## src/rtl/icache_refill_if.sv

```systemverilog
// Cache-side miss handshake, memory read port and block-fill bus of the refill engine.
// The master modport is the refill engine's view; slave is the cache/memory side.
interface icache_refill_if #(
    parameter int BLOCKSIZE = 4,
    parameter int ASSOC     = 2,
    parameter int SETS      = 2
);
    localparam int TAGW = 32 - SETS - BLOCKSIZE;
    localparam int BLKW = 1 << (BLOCKSIZE + 3);

    logic              miss_req;
    logic [31:0]       miss_addr;
    logic              mem_req;
    logic [31:0]       mem_addr;
    logic              mem_ack;
    logic [31:0]       mem_rdata;
    logic              fill_we;
    logic [ASSOC-1:0]  fill_way;
    logic [SETS-1:0]   fill_set;
    logic [TAGW-1:0]   fill_tag;
    logic [BLKW-1:0]   fill_block;
    logic              busy;
    logic              miss_done;

    modport master (
        input  miss_req, miss_addr, mem_ack, mem_rdata,
        output mem_req, mem_addr, fill_we, fill_way, fill_set, fill_tag,
               fill_block, busy, miss_done
    );

    modport slave (
        output miss_req, miss_addr, mem_ack, mem_rdata,
        input  mem_req, mem_addr, fill_we, fill_way, fill_set, fill_tag,
               fill_block, busy, miss_done
    );
endinterface

```

## src/rtl/icache_refill.sv

```systemverilog
// Instruction-cache miss handler: fetches a block word by word, picks a victim way
// per set in round-robin order and writes the assembled block back in one pulse.
module icache_refill #(
    parameter int BLOCKSIZE = 4,
    parameter int ASSOC     = 2,
    parameter int SETS      = 2
) (
    input  logic             clk,
    input  logic             reset,
    icache_refill_if.master  bus
);
    localparam int W     = 1 << (BLOCKSIZE - 2);
    localparam int CNTW  = (W > 1) ? $clog2(W) : 1;
    localparam int RRW   = (ASSOC > 1) ? $clog2(ASSOC) : 1;
    localparam int NSETS = 1 << SETS;
    localparam int TAGW  = 32 - SETS - BLOCKSIZE;
    localparam int BLKW  = 32 * W;
    localparam logic [CNTW-1:0] LAST_WORD  = CNTW'(W - 1);
    localparam logic [31:0]     BLOCK_MASK = 32'((1 << BLOCKSIZE) - 1);

    typedef enum logic [1:0] {S_IDLE, S_REQ, S_FILL} state_t;

    state_t            r_state;
    state_t            w_next;
    logic [CNTW-1:0]   r_cnt;
    logic [31:0]       r_base;
    logic [SETS-1:0]   r_set;
    logic [TAGW-1:0]   r_tag;
    logic [SETS-1:0]   r_fill_set;
    logic [TAGW-1:0]   r_fill_tag;
    logic [ASSOC-1:0]  r_fill_way;
    logic [BLKW-1:0]   r_block;
    logic [RRW-1:0]    r_rr [NSETS];

    logic              w_ack;
    logic              w_last;
    logic [ASSOC-1:0]  w_victim;
    logic              w_mem_req;
    logic              w_busy;
    logic              w_fill;

    assign w_ack    = bus.mem_ack && (r_state == S_REQ);
    assign w_last   = (r_cnt == LAST_WORD);
    assign w_victim = {{(ASSOC-1){1'b0}}, 1'b1} << r_rr[r_set];

    // NOTE: state and datapath registers use non-blocking assignments so every
    // flop samples pre-edge values regardless of process evaluation order.
    always_ff @(posedge clk or negedge reset) begin
        if (!reset) r_state <= S_IDLE;
        else        r_state <= w_next;
    end

    // NOTE: every combinational output gets a default before the case so no
    // path through the process leaves it unassigned (which would infer a latch).
    always_comb begin
        w_next = r_state;
        unique case (r_state)
            S_IDLE:  if (bus.miss_req) w_next = S_REQ;
            S_REQ:   if (w_ack && w_last) w_next = S_FILL;
            S_FILL:  w_next = S_IDLE;
            default: w_next = S_IDLE;
        endcase
    end

    always_comb begin
        w_mem_req = 1'b0;
        w_busy    = 1'b0;
        w_fill    = 1'b0;
        unique case (r_state)
            S_REQ: begin
                w_mem_req = 1'b1;
                w_busy    = 1'b1;
            end
            S_FILL: begin
                w_busy = 1'b1;
                w_fill = 1'b1;
            end
            default: ;
        endcase
    end

    // NOTE: the block buffer and round-robin table are reset explicitly: the cache
    // relies on a defined victim order and a zeroed fill bus straight out of reset.
    always_ff @(posedge clk or negedge reset) begin
        if (!reset) begin
            r_cnt      <= '0;
            r_base     <= '0;
            r_set      <= '0;
            r_tag      <= '0;
            r_fill_set <= '0;
            r_fill_tag <= '0;
            r_fill_way <= '0;
            r_block    <= '0;
            for (int i = 0; i < NSETS; i++) r_rr[i] <= '0;
        end else begin
            unique case (r_state)
                S_IDLE: begin
                    if (bus.miss_req) begin
                        r_base <= bus.miss_addr & ~BLOCK_MASK;
                        r_set  <= bus.miss_addr[BLOCKSIZE+SETS-1:BLOCKSIZE];
                        r_tag  <= bus.miss_addr[31:BLOCKSIZE+SETS];
                        r_cnt  <= '0;
                    end
                end
                S_REQ: begin
                    if (bus.mem_ack) begin
                        r_block[{r_cnt, 5'd0} +: 32] <= bus.mem_rdata;
                        if (w_last) begin
                            // Fill-side outputs change only as the FILL cycle begins.
                            r_fill_way <= w_victim;
                            r_fill_set <= r_set;
                            r_fill_tag <= r_tag;
                        end else begin
                            r_cnt <= r_cnt + CNTW'(1);
                        end
                    end
                end
                S_FILL: r_rr[r_set] <= r_rr[r_set] + RRW'(1);
                default: ;
            endcase
        end
    end

    // Sub-block offset bits of the base are zero, so OR-ing the word offset never carries.
    assign bus.mem_addr   = r_base | 32'({r_cnt, 2'b00});
    assign bus.mem_req    = w_mem_req;
    assign bus.busy       = w_busy;
    assign bus.fill_we    = w_fill;
    assign bus.miss_done  = w_fill;
    assign bus.fill_way   = r_fill_way;
    assign bus.fill_set   = r_fill_set;
    assign bus.fill_tag   = r_fill_tag;
    assign bus.fill_block = r_block;
endmodule
```

## src/flat_wrapper.sv

```systemverilog
// flat-port wrapper written by rule: the top's interface ports become plain ports
module icache_refill_flat 
#(
    parameter int BLOCKSIZE = 4,
    parameter int ASSOC     = 2,
    parameter int SETS      = 2
)
  (clk, reset, bus_miss_req, bus_miss_addr, bus_mem_ack, bus_mem_rdata, bus_mem_req, bus_mem_addr, bus_fill_we, bus_fill_way, bus_fill_set, bus_fill_tag, bus_fill_block, bus_busy, bus_miss_done);
  icache_refill_if #(.BLOCKSIZE(BLOCKSIZE), .ASSOC(ASSOC), .SETS(SETS)) bus_i ();
  input  logic clk;
  input  logic reset;
  input wire logic [$bits(bus_i.miss_req)-1:0] bus_miss_req;
  input wire logic [$bits(bus_i.miss_addr)-1:0] bus_miss_addr;
  input wire logic [$bits(bus_i.mem_ack)-1:0] bus_mem_ack;
  input wire logic [$bits(bus_i.mem_rdata)-1:0] bus_mem_rdata;
  output wire logic [$bits(bus_i.mem_req)-1:0] bus_mem_req;
  output wire logic [$bits(bus_i.mem_addr)-1:0] bus_mem_addr;
  output wire logic [$bits(bus_i.fill_we)-1:0] bus_fill_we;
  output wire logic [$bits(bus_i.fill_way)-1:0] bus_fill_way;
  output wire logic [$bits(bus_i.fill_set)-1:0] bus_fill_set;
  output wire logic [$bits(bus_i.fill_tag)-1:0] bus_fill_tag;
  output wire logic [$bits(bus_i.fill_block)-1:0] bus_fill_block;
  output wire logic [$bits(bus_i.busy)-1:0] bus_busy;
  output wire logic [$bits(bus_i.miss_done)-1:0] bus_miss_done;
  assign bus_i.miss_req = bus_miss_req;
  assign bus_i.miss_addr = bus_miss_addr;
  assign bus_i.mem_ack = bus_mem_ack;
  assign bus_i.mem_rdata = bus_mem_rdata;
  assign bus_mem_req = bus_i.mem_req;
  assign bus_mem_addr = bus_i.mem_addr;
  assign bus_fill_we = bus_i.fill_we;
  assign bus_fill_way = bus_i.fill_way;
  assign bus_fill_set = bus_i.fill_set;
  assign bus_fill_tag = bus_i.fill_tag;
  assign bus_fill_block = bus_i.fill_block;
  assign bus_busy = bus_i.busy;
  assign bus_miss_done = bus_i.miss_done;
  icache_refill #(.BLOCKSIZE(BLOCKSIZE), .ASSOC(ASSOC), .SETS(SETS)) u_core (.clk(clk), .reset(reset), .bus(bus_i));
endmodule
```

## config.mk

```make
export PLATFORM = sky130hd
export DESIGN_NAME = icache_refill_flat
export DESIGN_NICKNAME = d
export VERILOG_FILES = /design/src/rtl/icache_refill_if.sv /design/src/rtl/icache_refill.sv /design/src/flat_wrapper.sv
export SDC_FILE = /design/constraint.sdc
export NUM_CORES = 1
export LEC_CHECK = 0
export CELL_PAD_IN_SITES_DETAIL_PLACEMENT = 0
export CELL_PAD_IN_SITES_GLOBAL_PLACEMENT = 2
export CORE_MARGIN = 4
export CORE_UTILIZATION = 29
export DETAILED_ROUTE_END_ITERATION = 8
export PLACE_DENSITY_LB_ADDON = 0.1
export SLEW_MARGIN = 20
export SYNTH_ARGS = -nofsm -noshare
export SYNTH_HDL_FRONTEND = slang
export SYNTH_SLANG_ARGS = --single-unit
export TNS_END_PERCENT = 10
```

## constraint.sdc

```tcl
create_clock -name clk -period 2.5 [get_ports clk]
set_clock_uncertainty 0.15 [all_clocks]
set_input_delay 0.25 -clock clk [delete_from_list [all_inputs] [get_ports clk]]
set_output_delay 0.25 -clock clk [all_outputs]
set_load 0.01 [all_outputs]
```

Word level (Yosys, flattened, before mapping)
Cells that the tools add are included.
{ "classes": {"magnitude_cmp": 2, "n_addsub": 3, "bitwise_logic": 2, "shift": 3, "n_reduce_logical": 11, "n_mux": 17, "eq_ne": 7} }
{ "ops": {"columns": ["operator", "count"], "rows": [
  ["$bwmux W128", 1],
  ["$shift A32 B9 Y128 const A", 1],
  ["$shiftx A32 B9 Y128", 1],
  ["$or A32 B4 Y32", 1],
  ["$mux W2", 5],
  ["$neg A7 Y9", 1],
  ["$ne A2 B2 Y1 const B", 4],
  ["$pmux W2 S2", 2],
  ["$mux W1", 6],
  ["$reduce_and A2 Y1", 3],
  ["$bwmux W4", 1],
  ["$eq A2 B2 Y1 const B", 2],
  ["$reduce_and A4 Y1", 1],
  ["$ge A3 B3 Y1 const B", 1],
  ["$logic_and A1 B1 Y1", 3],
  ["$lt A3 B1 Y1 const B", 1],
  ["$not A2 Y3", 1],
  ["$reduce_and A3 Y1", 1],
  ["$add A2 B1 Y2 const B", 1],
  ["$bmux W1 S2", 1],
  ["$demux W1 S2", 1],
  ["$eq A2 B1 Y1 const B", 1],
  ["$logic_not A2 Y1", 1],
  ["$reduce_bool A2 Y1", 1],
  ["3 further kinds", 3]
]} }
{ "totals": {"output_inout_bits": 194, "reg_bits": 222, "input_bits": 68} }

Longest topological paths before layout
Gate-level depths: netlist of run 1.
{ "logic_depth": {"word_depth": 6, "mapped_depth": 7, "mapped_depth_nobuf": 5} }

Worst setup path after synthesis of run 1
No wires, ideal clock.
{ "synth_path": {"path_kind": "register to register", "startpoint": "register u_core.r_cnt[0]", "endpoint": "register u_core.r_block[66], in the netlist u_core.bus.fill_block[66]", "stages_incl_launch_ff": 7, "required_time_ns": 2.285, "setup_slack_ns": 0.449, "arrival_ns": 1.835, "n_path_buf": 1, "path_cell_list": "dfrtp_1 > inv_4 > ha_1 > nand2b_2 > nor4_4 > buf_6 > a22o_1"} }
{ "synth_via": {"elab_chain_len": 3, "word_cells_on_any_way": 4} }
{ "synth_lines": {"columns": ["item", "line", "text"], "rows": [
  ["start: declaration", "icache_refill.sv:25", "logic [CNTW-1:0] r_cnt;"],
  ["start signal: assignment", "icache_refill.sv:114", "r_cnt <= r_cnt + CNTW'(1);"],
  ["$neg A7 Y9 *", "icache_refill.sv:107", "r_block[{r_cnt, 5'd0} +: 32] <= bus.mem_rdata;"],
  ["$shiftx A32 B9 Y128 / $shift A32 B9 Y128 (equally long branches)", "icache_refill.sv:107", null],
  ["$bwmux W128 *", "icache_refill.sv:107", null],
  ["end signal: indexed assignment", "icache_refill.sv:107", null],
  ["end: declaration", "icache_refill.sv:32", "logic [BLKW-1:0] r_block;"]
]} }
Mark *: on every way between the ends. The rest lies on a longest branch, timed or not.
A chain may end at the register's enable or synchronous reset.

Final worst setup path of run 1
{ "layout_path": {"startpoint": "register u_core.r_cnt[0]", "endpoint": "register u_core.r_block[9], in the netlist u_core.bus.fill_block[9]"} }
Same word-level chain as after synthesis.

==> impl_metrics.ini, run 1 <==
[final_layout]
seq_area_mm2 = 0.00485
final_common_cell = clkdlybuf4s50_1
fin_cells = 1133
utilization = 0.437
multi_input_area_mm2 = 0.00229
syn_to_final_growth_pct = 48.2
layout_common_cells = clkdlybuf4s50_1, dfrtp_1, a22o_1
nFillCells = 2291
diodes = 0
drive_above_1_share = 0.149
fin_nets = 867

[clocking]
post_cts_resized = 0
cts_tree = yes
clockRootBuffer = clkbuf_16
cts_max_level = 4
cts_max_path_buffers = 2
hold_buffers = 1
clock_latency_ns = 0.42
cts_made_buffers = 17
postCtsSetupRepairBufs = 0
clock_sinks = 194
clkTransAtPathRegs_ns = 0.08

[timing]
setup_viol = 0
drv_slew = 0
tightest_slew_ns = 0.692
fin_crit_sh = 0.907
finalHoldViolCount = 0
rsz0062_at_grt = false
slew_headroom = 0.538
fin_tns_setup_ns = 0
period_needed_ns = 2.27
hold_ws_ns = 0.267
fmax_ghz = 0.441

[yosys]
synthesis.area_mm2 = 0.00740
synth.distinct_cells = 36
avgSynthCellArea_um2 = 14.0
synth_flop_cell = dfrtp_1
syn_inst = 529
synth_edf_count = 0
synth-seq-area-share = 0.656
async_reset_ff_frac = 1.00
ys_ff_latch = 194
yosysWarnings = 0

[global_routing]
grt_antenna_before_repair = 0
grt_pass1_wl_um = 36500
grt_max_degree = 81
grt.overflow.total = 0
track_usage = 0.165
grt_pass1_vias = 5793

[critical_path]
worstPathRequired_ns = 2.71
arrival_ns = 2.48
path_cells = inv_4 -> ha_1 -> nor4b_4 -> buf_4 -> a22o_1
critPathKind = reg -> reg
path_max_fanout = 18
crit_family = flip-flops
cp_slowest_cell = dfrtp_1
cp-start-kind = flip-flop
end_kind = flip-flop
timing.reg2reg.setup_slack_ns = 0.23
critPathBufInv = 2
cpPeakStageDelay_ns = 0.58

[detailed_routing]
drtAntennaViolNets = 0
via_count = 5436
via_per_inst = 4.80
totalWireLength_um = 23100
dr.pass1.iters = 4
detail_route.wl_per_cell_um = 20.4
drcViolationCount = 0
first_iter_violations = 305

[place]
dp_hpwl_um = 15800
place_congestion = 0.771
place_inst = 1100
numPortBuffers = 255

[die]
dieArea_mm2 = 0.0281
core.rowCount = 58
die_height_um = 168
core-area_mm2 = 0.0251
ios = 262
die_x_um = 168
start_util = 0.295

[hold_path]
min_path_type = in -> async

[status]
outcome = finished, final reports clean

[power_and_ir_drop]
peakVddDrop_uv = 523
p_leak_nw = 4.98
p_per_area_mw_per_mm2 = 1020

[job]
max_cap_violations = 0
synthesized netlist by cell type, types with 2 or more instances:
| cell | instances | area share |
|---|---|---|
| ha_1 | 9 | 0.015 |
| nor4b_4 | 2 | 0.0064 |
| mux2i_1 | 2 | 0.0027 |
| a22o_1 | 105 | 0.12 |
| buf_4 | 6 | 0.0061 |
| inv_1 | 3 | 0.0015 |
| a22o_2 | 23 | 0.031 |
| nor2b_1 | 2 | 0.0017 |
| and3_1 | 2 | 0.0017 |
| buf_6 | 10 | 0.015 |
| buf_2 | 4 | 0.0027 |
| mux2_2 | 29 | 0.044 |
| nor2_1 | 5 | 0.0025 |
| nand2_1 | 91 | 0.046 |
| xnor2_1 | 2 | 0.0024 |
| xor2_1 | 2 | 0.0024 |
| nand3_2 | 3 | 0.0041 |
| dfrtp_1 | 194 | 0.66 |
| clkbuf_1 | 17 | 0.0086 |
| nor4_4 | 2 | 0.0057 |
final timing paths:
check,cells after the start,startpoint,to
setup / recovery,5,u_core.r_cnt[0]$_DFFE_PN0P_,u_core.bus.fill_block[9]$_DFFE_PN0P_
min in group clk,2,bus_miss_addr[22],u_core.r_tag[16]$_DFFE_PN0P_
hold / removal,2,reset,u_core.bus.fill_block[6]$_DFFE_PN0P_
setup reg to reg,5,u_core.r_cnt[0]$_DFFE_PN0P_,u_core.bus.fill_block[9]$_DFFE_PN0P_
hold reg to reg,1,u_core.r_rr[0]$_DFFE_PN0P_,u_core.r_rr[0]$_DFFE_PN0P_
max in group asynchronous,3,reset,u_core.bus.fill_tag[9]$_DFFE_PN0P_
through the flow:
stage,power (mW),setup WS [ns],area (um^2)
global placement,8.41,0.291,10300
CTS,11.4,0.233,11000
detailed placement,8.46,0.239,10300
finish,11.2,0.233,11000
global route,11.9,0.138,11000
floorplan,6.19,0.449,7400
report_power, final:
group / switching (mW) / total [mW] / internal (mW)
Combinational: 1.63 / 3.84 / 2.22
Sequential: 0.563 / 4.51 / 3.95
Clock: 1.36 / 2.84 / 1.47
Total: 3.55 / 11.2 / 7.64
area by class of cell:
cell class,instances,share of cell area
Sequential cell,194,0.443
Timing Repair Buffer,278,0.253
Multi-Input combinational cell,295,0.209
Clock buffer,18,0.0401
Tap cell,330,0.0377
Clock inverter,14,0.0168
Inverter,4,0.00160
cell families (layout without fill, tap and decap cells):
family	Yosys count	after routing	synth area share
buffers and inverters	41	314	0.0350
xor gates and xnor gates	4	4	0.00474
other	1	2	0.000507
adders and majority gates	9	9	0.0152
muxes	32	32	0.0499
AOI/OAI and AO/OA	131	131	0.158
and+or+nand+nor	117	117	0.0803
DFF	194	194	0.656
routing by layer:
metal / track usage / share of wire / up-vias
met2: 0.256 / 0.46 / 208
met5: 0 / 0 / -
li1: - / - / 2425
met4: 0.0487 / 0.019 / 0
met1: 0.220 / 0.44 / 2777
met3: 0.0590 / 0.085 / 26
state kept, by name, indices dropped and copies added (netlist names):
name	count
u_core.bus.fill_block	128
u_core.bus.fill_set	2
u_core.bus.fill_tag	26
u_core.bus.fill_way	2
u_core.r_base	2
u_core.r_cnt	2
u_core.r_rr	4
u_core.r_set	1
u_core.r_state	2
u_core.r_tag	25
(Power assumes the default switching activity.)
==> run 2, diff against run 1 <==
CTS_BUF_LIST = sky130_fd_sc_hd__clkbuf_8 sky130_fd_sc_hd__clkbuf_16   (was unset)
==> results of run 2 <==
Same layout as run 1: the final DEF is identical, and so are final timing and power.
==> run 3, diff against run 2 <==
ABC_AREA = 1   (was unset)
CORE_UTILIZATION = 27   (was 29)
SLEW_MARGIN = 40   (was 20)
==> run 3 against run 2 <==
Compared with the run above: cell count rose by 33%; first-iteration DRC count increased by 12%; non-clock buffer count rose by 5; register-to-register slack improved by 0.04 ns.
==> impl_metrics.ini, run 3 <==
[timing]
drv_slew = 0
fmax_ghz = 0.450
tightest_slew_ns = 0.588
rsz0062_at_grt = false
slew_headroom = 0.607
finalHoldViolCount = 0
fin_crit_sh = 0.889
setup_viol = 0
period_needed_ns = 2.22
fin_tns_setup_ns = 0

[clocking]
clock_latency_ns = 0.43
cts_tree = yes
postCtsSetupRepairBufs = 0
cts_made_buffers = 17
clock_sinks = 194
clockRootBuffer = clkbuf_16
cts_max_level = 4
clkTransAtPathRegs_ns = 0.08
cts_max_path_buffers = 2

[critical_path]
crit_family = buffers and inverters
reg2reg_from = u_core.r_state[1]$_DFFE_PN0P_
cp-start-kind = flip-flop
rr_worst_depth = 8
arrival_ns = 2.37
crit_start = u_core.r_state[1]$_DFFE_PN0P_
critPathBufInv = 3
cp-endpoint = u_core.bus.fill_block[64]$_DFFE_PN0P_
timing.reg2reg.setup_slack_ns = 0.28
critPathKind = reg -> reg
cp_slowest_cell = buf_4
cpPeakStageDelay_ns = 0.44
path_cells = inv_1 -> ha_1 -> nand2_4 -> buf_4 -> nor2_2 -> nand3_2 -> buf_4 -> o21ai_0
path_max_fanout = 32
worstPathRequired_ns = 2.65
end_kind = flip-flop
rr_endpoint = u_core.bus.fill_block[64]$_DFFE_PN0P_
worst_path_most_repeated_cell = buf_4
path_depth = 8

[final_layout]
syn_to_final_growth_pct = 45.3
fin_nets = 1187
layout_common_cells = nand2_1, clkdlybuf4s50_1, dfrtp_1
utilization = 0.401
final_common_cell = nand2_1
drive_above_1_share = 0.0997
diodes = 0
largest_register_ffs = 128

[yosys]
synth_area_leaders = dfrtp_1, nand2_1, o21ai_0
synth_edf_count = 0
synth-seq-area-share = 0.606
async_reset_ff_frac = 1.00
synth_common_cells = nand2_1, dfrtp_1, o21ai_0, o21ai_1, inv_1
synth.distinct_cells = 24
yosysWarnings = 0
synthesis.area_mm2 = 0.00801
synth_top_cell_by_area = dfrtp_1
yosysMostFrequentCell = nand2_1
ys_ff_latch = 194
syn_inst = 858
synth_flop_cell = dfrtp_1
avgSynthCellArea_um2 = 9.34
synth_top_area_share = 0.606

[detailed_routing]
drtAntennaViolNets = 0
dr.pass1.iters = 4
drt-met1-wl_um = 12200
totalWireLength_um = 26300
via_per_inst = 4.39
drcViolationCount = 0
via_count = 6613
wl_met2_um = 12000
routed.top_layer = met4
detail_route.wl_per_cell_um = 17.4
first_iter_violations = 341
met3WireLength_um = 1850

[power_and_ir_drop]
peakVddDrop_uv = 469
p_int_mw = 6.79
seq_power_share = 0.387
p_per_area_mw_per_mm2 = 906
combinationalPowerShare = 0.337
switching_share = 0.356
power_frac_clock = 0.276
p_leak_nw = 5.45
power_switching_mw = 3.76

[global_routing]
track_usage = 0.162
grt.overflow.total = 0
grt_pass1_vias = 6839
grt_max_degree = 67
grt_antenna_before_repair = 0
grt_pass1_wl_um = 41900

[place]
numPortBuffers = 255
place_congestion = 0.722
dp_hpwl_um = 18500

[job]
max_cap_violations = 0

[die]
ios = 262
die_height_um = 180
start_util = 0.276
die_x_um = 180
core-area_mm2 = 0.0290
dieArea_mm2 = 0.0325
core.rowCount = 62

[hold_path]
min_path_type = in -> async

[status]
outcome = finished, final reports clean
-- run 3: cell types whose count changed in the layout (fill, tap and decap cells not counted), moves of 40 or more --
cell	delta
a22o_1	-105
o21ai_1	+54
o21ai_2	+40
nand2_1	+234
inv_1	+46
o21ai_0	+74
-- run 3: per-layer routing --
metal,global-route usage,up-vias
li1,-,3247
met1,0.224,3166
met2,0.253,182
met3,0.0501,18
met4,0.0375,0
met5,0,-
-- run 3: cell families (layout without fill, tap and decap cells) --
| logic type | Yosys count | count (layout) | synth area share |
|---|---|---|---|
| buf+inv | 103 | 367 | 0.0615 |
| fa+ha+maj | 9 | 9 | 0.0141 |
| other cells | 1 | 2 | 0.000468 |
| simple gates | 382 | 382 | 0.193 |
| flops | 194 | 194 | 0.606 |
| compound gates | 169 | 169 | 0.125 |
-- run 3: final cells by class --
type	count	area, um^2
Fill cell	2933	17400
Inverter	52	195
Multi-Input combinational cell	562	2680
Timing Repair Buffer	283	2820
Sequential cell	194	4850
Clock buffer	17	425
Clock inverter	15	189
Tap cell	384	480
-- run 3: timing repair --
item,CTS,global route
endpoints found under the hold margin,44,0
resized for setup,0,0
hold buffers,1,0
-- run 3: worst min-delay path by stage --
stage	end	depth (start not counted)	slack, ns	startpoint
after detailed placement	u_core.bus.fill_block[89]$_DFFE_PN0P_	1	0.08	reset
after floorplan	u_core.bus.fill_block[0]$_DFFE_PN0P_	0	-0.20	reset
after global routing	u_core.r_tag[13]$_DFFE_PN0P_	3	0.17	bus_miss_addr[19]
after CTS	u_core.bus.fill_block[89]$_DFFE_PN0P_	2	0.17	reset
final	u_core.bus.fill_block[89]$_DFFE_PN0P_	2	0.17	reset
after global placement	u_core.bus.fill_block[89]$_DFFE_PN0P_	1	0.09	reset
-- run 3: per-stage QoR --
step,hold slack (ns),instance area (um^2),total power [mW],instances,setup WS (ns)
after detailed placement,0.0830,11000,7.79,1474,0.217
after global routing,0.174,11600,11.3,1507,0.113
after floorplan,-0.196,8020,5.75,859,0.709
after CTS,0.168,11600,10.8,1507,0.236
after global placement,0.0886,11000,7.78,1472,0.250
final,0.169,11600,10.5,1507,0.277
-- run 3: worst register-to-register path, delay by kind of cell (launching register included) --
family / cells / cell delay [ns]
buffers and inverters: 3 / 0.87
DFF: 1 / 0.39
and+or+nand+nor: 3 / 0.30
adders and majority gates: 1 / 0.24
AOI/OAI and AO/OA: 1 / 0.15
-- run 3: power groups by stage --
| stage | clock network [mW] | logic (mW) | registers [mW] |
|---|---|---|---|
| floorplan | 0 | 1.41 | 4.34 |
| CTS | 3.02 | 3.67 | 4.09 |
| detailed placement | 0 | 3.65 | 4.14 |
| global placement | 0 | 3.64 | 4.14 |
| finish | 2.91 | 3.56 | 4.08 |
| global route | 3.13 | 3.96 | 4.17 |
